==> src/rtl/round_countdown_timer.sv <==
`default_nettype none
// ============================================================================
// Module      : round_countdown_timer
// Description : Two-digit BCD round countdown with win/timeout status and a
//               two-digit multiplexed display scan for the segment decoder.
// Revision    : 1.0 - initial release
// ============================================================================
module round_countdown_timer #(
    parameter int START_SECS = 30
) (
    input  logic       clk,
    input  logic       resetSW,
    input  logic       sec_sig,
    input  logic       scan_sig,
    input  logic       start,
    input  logic       pause,
    input  logic       guess_ok,
    output logic [3:0] secs_tens,
    output logic [3:0] secs_ones,
    output logic [1:0] an,
    output logic [3:0] seg_bcd,
    output logic       running,
    output logic       win,
    output logic       timeout,
    output logic       timeout_pulse
);

    localparam logic [3:0] c_START_TENS = 4'(START_SECS / 10);
    localparam logic [3:0] c_START_ONES = 4'(START_SECS % 10);

    localparam logic [2:0] c_ST_IDLE    = 3'd0;
    localparam logic [2:0] c_ST_RUN     = 3'd1;
    localparam logic [2:0] c_ST_PAUSED  = 3'd2;
    localparam logic [2:0] c_ST_WIN     = 3'd3;
    localparam logic [2:0] c_ST_TIMEOUT = 3'd4;

    logic [2:0] r_state, w_state_nxt;
    logic [3:0] r_tens, r_ones, w_tens_nxt, w_ones_nxt;
    logic       r_sec_q, r_scan_q, r_idx, w_idx_nxt;
    logic       w_sec_tick, w_scan_tick, w_tpulse_nxt;
    logic [1:0] r_an, w_an_nxt;
    logic [3:0] r_seg, w_seg_nxt;
    logic       r_running, r_win, r_timeout, r_tpulse;

    assign w_sec_tick  = sec_sig ^ r_sec_q;
    assign w_scan_tick = scan_sig ^ r_scan_q;

    // start reloads from any state; the case only handles the rest
    always_comb begin
        w_state_nxt  = r_state;
        w_tens_nxt   = r_tens;
        w_ones_nxt   = r_ones;
        w_tpulse_nxt = 1'b0;
        if (start) begin
            w_tens_nxt  = c_START_TENS;
            w_ones_nxt  = c_START_ONES;
            w_state_nxt = c_ST_RUN;
        end else begin
            case (r_state)
                c_ST_RUN: begin
                    if (guess_ok) begin
                        w_state_nxt = c_ST_WIN;
                    end else if (pause) begin
                        w_state_nxt = c_ST_PAUSED;
                    end else if (w_sec_tick && (r_tens != 4'd0 || r_ones != 4'd0)) begin
                        if (r_ones != 4'd0) begin
                            w_ones_nxt = r_ones - 4'd1;
                        end else begin
                            w_ones_nxt = 4'd9;
                            w_tens_nxt = r_tens - 4'd1;
                        end
                        if (r_tens == 4'd0 && r_ones == 4'd1) begin
                            w_state_nxt  = c_ST_TIMEOUT;
                            w_tpulse_nxt = 1'b1;
                        end
                    end
                end
                c_ST_PAUSED: begin
                    if (guess_ok) begin
                        w_state_nxt = c_ST_WIN;
                    end else if (!pause) begin
                        w_state_nxt = c_ST_RUN;
                    end
                end
                default: begin
                end
            endcase
        end
    end

    // Display is built from next-state count so it tracks secs_* with no lag
    always_comb begin
        w_idx_nxt = r_idx ^ w_scan_tick;
        w_an_nxt  = w_idx_nxt ? 2'b01 : 2'b10;
        if (w_idx_nxt) begin
            w_seg_nxt = (w_tens_nxt == 4'd0) ? 4'hF : w_tens_nxt;
        end else begin
            w_seg_nxt = w_ones_nxt;
        end
    end

    always_ff @(posedge clk) begin
        if (resetSW) begin
            r_state   <= c_ST_IDLE;
            r_tens    <= c_START_TENS;
            r_ones    <= c_START_ONES;
            r_sec_q   <= 1'b0;
            r_scan_q  <= 1'b0;
            r_idx     <= 1'b0;
            r_an      <= 2'b10;
            r_seg     <= c_START_ONES;
            r_running <= 1'b0;
            r_win     <= 1'b0;
            r_timeout <= 1'b0;
            r_tpulse  <= 1'b0;
        end else begin
            r_state   <= w_state_nxt;
            r_tens    <= w_tens_nxt;
            r_ones    <= w_ones_nxt;
            r_sec_q   <= sec_sig;
            r_scan_q  <= scan_sig;
            r_idx     <= w_idx_nxt;
            r_an      <= w_an_nxt;
            r_seg     <= w_seg_nxt;
            r_running <= (w_state_nxt == c_ST_RUN);
            r_win     <= (w_state_nxt == c_ST_WIN);
            r_timeout <= (w_state_nxt == c_ST_TIMEOUT);
            r_tpulse  <= w_tpulse_nxt;
        end
    end

    assign secs_tens     = r_tens;
    assign secs_ones     = r_ones;
    assign an            = r_an;
    assign seg_bcd       = r_seg;
    assign running       = r_running;
    assign win           = r_win;
    assign timeout       = r_timeout;
    assign timeout_pulse = r_tpulse;

endmodule
`default_nettype wire

==> config.mk <==
export PLATFORM = sky130hd
export DESIGN_NAME = round_countdown_timer
export DESIGN_NICKNAME = d
export VERILOG_FILES = /design/src/rtl/round_countdown_timer.sv
export SDC_FILE = /design/constraint.sdc
export NUM_CORES = 1
export LEC_CHECK = 0
export BUFFER_PORTS_ARGS = -buffer_cell sky130_fd_sc_hd__buf_4
export CORE_MARGIN = 5
export CORE_UTILIZATION = 50
export DETAILED_ROUTE_END_ITERATION = 8
export GPL_TIMING_DRIVEN = 0
export PLACE_DENSITY = 0.84
export SLEW_MARGIN = 5
export SYNTH_ARGS = -nofsm -noshare
export SYNTH_HDL_FRONTEND = slang
export SYNTH_SLANG_ARGS = --single-unit
==> constraint.sdc <==
create_clock -name clk -period 2.6 [get_ports clk]
set_input_delay 0.26 -clock clk [delete_from_list [all_inputs] [get_ports clk]]
set_output_delay 0.26 -clock clk [all_outputs]
set_load 0.005 [all_outputs]
==> qor.yml <==
worst_setup_path:
  worstRegToRegCells: 8
  cpPeakStageDelay_ns: 0.41
  cp-start-kind: "register"
  path_cells: "inv_1, ha_1, nor3b_4, nand3_2, or3b_1, a311oi_2, nor2_2, and3_1"
  worstPathMaxFanout: 4
  crit_type: "reg -> reg"
  cpMaxStageDelayCell: "or3b_1"
  cp-end-kind: "register"
  arrival_ns: 2.41
  required_ns: 2.81
synth:
  seq_area_frac_synth_pct: 39.36
  syn_inst: 125
  synthArstFlopShare_pct: 0
  synthFlopType: "dfxtp_1"
  synthDistinctLibCells: 42
  synth_seq_cells: 23
  netlist_area_sq_um: 1170
  yosysWarnings: 0
  synth-edff-count: 0
  avgSynthCellArea_sq_um: 9.359
  syn_nets: 136
floorplanning:
  die_x_um: 58.37
  pin_count: 25
  rows: 17
  die_area_sq_um: 3407
  initial_utilization_pct: 52.38
  fp.coreArea_sq_um: 2233
  fp.dieH_um: 58.37
sta:
  rsz0062_at_grt: "false"
  fmax_ghz: 0.4537
  period_share_pct: 84.77
  finClkSkew_ns: 0.001388
  slew_headroom_pct: 64.79
  fin_tns_setup_ns: 0
  worstMarginPinSlew_ns: 0.5244
  hold_viol: 0
  post-route-min-period_ns: 2.204
  slew_violations: 0
  finalSetupViolCount: 0
cts:
  ctsResizeCount: 0
  cts-hold-fix-buffers: 0
  clock_latency_ns: 0.30
  numCtsBuffers: 3
  clk_pin_slew_ns: 0.12
  clk_path_buf_depth: 2
  cts_tree: "yes"
  cts_max_level: 1
  clock-sinks: 23
  post-cts-setup-buffers: 0
  cts_root_buffer: "clkbuf_4"
route:
  vias_per_cell: 5.425
  wirelength_um: 2356
  routed-via-count: 982
  drtIter0Drc: 16
  wl_per_cell_um: 13.02
  dr.pass1.iters: 4
  drc: 0
  final_antenna_net_count: 0
layout:
  final_common_cell: "buf_4"
  design_area_sq_um: 1413
  drive_above_1_share_pct: 28.10
  nets: 165
  layout_common_cells: "buf_4, dfxtp_1, nor2_1, inv_1"
  syn_to_final_growth_pct: 20.75
  utilization_pct: 63.25
  insertedDiodeCount: 0
grt:
  grt_pass1_wl_um: 4022
  gr-total-overflow: 0
  grt_pass1_vias: 970
  antenna_found_initial: 0
  grt_max_degree: 14
  grt_usage_pct: 14.88
power:
  p_sw_share_pct: 25.36
  pwr-share-comb_pct: 16.6
  peakVddDrop_uv: 369.4
  clock_power_share_pct: 24.7
  p_int_uw: 482.6
  p_switching_uw: 164.0
  leakage_nw: 0.6178
  pwr-share-seq_pct: 58.7
  power_density_nw_per_um2: 457.7
flow_run:
  max_cap_viol_count: 0
worst_hold_path:
  min_path_type: "in -> reg"
  whs_path_depth: 2
placed_design:
  dpl.hpwl_um: 1865
  dpl-instance-area_sq_um: 1385
  io_buffers: 24
  place_congestion: 0.8834
status:
  outcome: "complete, no violations"
==> flip-flops by register name (all words and copies together) (netlist names) <==
signal and flops:
timeout_pulse 1, running 1, win 1, timeout 1
an 2, seg_bcd 4, secs_tens 4, r_sec_q 1
r_scan_q 1, r_state 3, secs_ones 4
==> cell type report <==
type / count / area (sq um)
fillers: 210 / 820.8
multi-input cells: 91 / 663.1
flip-flops and latches: 23 / 460.4
repair buffers: 24 / 180.2
well taps: 28 / 35.03
inverters: 8 / 30.03
clock buffers: 3 / 22.52
plain buffers: 3 / 16.27
clock inverters: 1 / 5.005
==> metrics by stage <==
| stage | setup slack, ns | cells | hold slack (ns) | power (mW) |
|---|---|---|---|---|
| 4_1_cts | 0.3929 | 181 | 0.1496 | 0.6542 |
| 6_report | 0.3961 | 181 | 0.1553 | 0.6466 |
| 3_3_place_gp | 0.4619 | 177 | 0.4788 | 0.4929 |
| 5_1_grt | 0.2951 | 181 | 0.1579 | 0.6815 |
| 3_5_place_dp | 0.4167 | 177 | 0.4846 | 0.4953 |
| 2_1_floorplan | 0.6240 | 125 | 0.3316 | 0.4516 |
==> worst paths after layout <==
check                                  end    startpoint  slack (ns)
worst max-delay path                   win  secs_tens[0]        0.40
worst min-delay path              r_scan_q       resetSW        0.16
worst max register to register         win  secs_tens[0]        0.40
worst min register to register  r_state[1]    r_state[1]        0.64
==> power groups by stage <==
stage | clock, mW | combinational (mW) | sequential [mW]
3_5_place_dp | 0 | 0.108 | 0.387
6_report | 0.160 | 0.108 | 0.379
5_1_grt | 0.181 | 0.119 | 0.382
2_1_floorplan | 0 | 0.0642 | 0.387
4_1_cts | 0.166 | 0.109 | 0.379
3_3_place_gp | 0 | 0.106 | 0.386
==> cell usage after synthesis, drive strengths merged, types with 2 or more instances <==
cell / number / area (sq um)
inv: 8 / 30.03
xnor2: 3 / 26.28
nor3b: 3 / 45.05
a311oi: 2 / 30.03
dfxtp: 23 / 460.4
nor2b: 7 / 43.79
ha: 4 / 50.05
nand3: 3 / 32.53
o21ai: 4 / 20.02
a21boi: 2 / 15.02
nor3: 7 / 46.30
or2: 2 / 12.51
a21oi: 3 / 15.01
mux2i: 6 / 60.06
buf: 2 / 12.51
nand4: 3 / 18.77
a21o: 3 / 22.52
nor2: 16 / 62.56
nand2b: 2 / 12.51
nand2: 7 / 26.28
or3b: 2 / 17.52
==> layer usage <==
layer	track usage (%)	vias up	part of all wire [%]
li1	-	497	-
met1	18.98	462	44
met2	25.52	21	50
met3	2.193	2	5.1
met4	4.967	0	0.76
met5	0	-	0
==> critical path, delay by kind of cell (launching register included) <==
family	cells	cell delay, ns
and+or+nand+nor	5	1.07
DFF	1	0.36
AOI/OAI and AO/OA	1	0.35
adders and majority gates	1	0.21
buffers and inverters	1	0.11
==> kinds of logic (layout without fill, tap and decap cells) <==
logic type	Yosys count	count (layout)	synth area share (%)
xor gates and xnor gates	4	4	2.995
and+or+nand+nor	57	57	30.91
buffers and inverters	11	39	3.957
AOI/OAI and AO/OA	19	19	12.51
muxes	6	6	5.134
DFF	23	23	39.36
adders and majority gates	5	5	5.134
(Power assumes the default switching activity.)
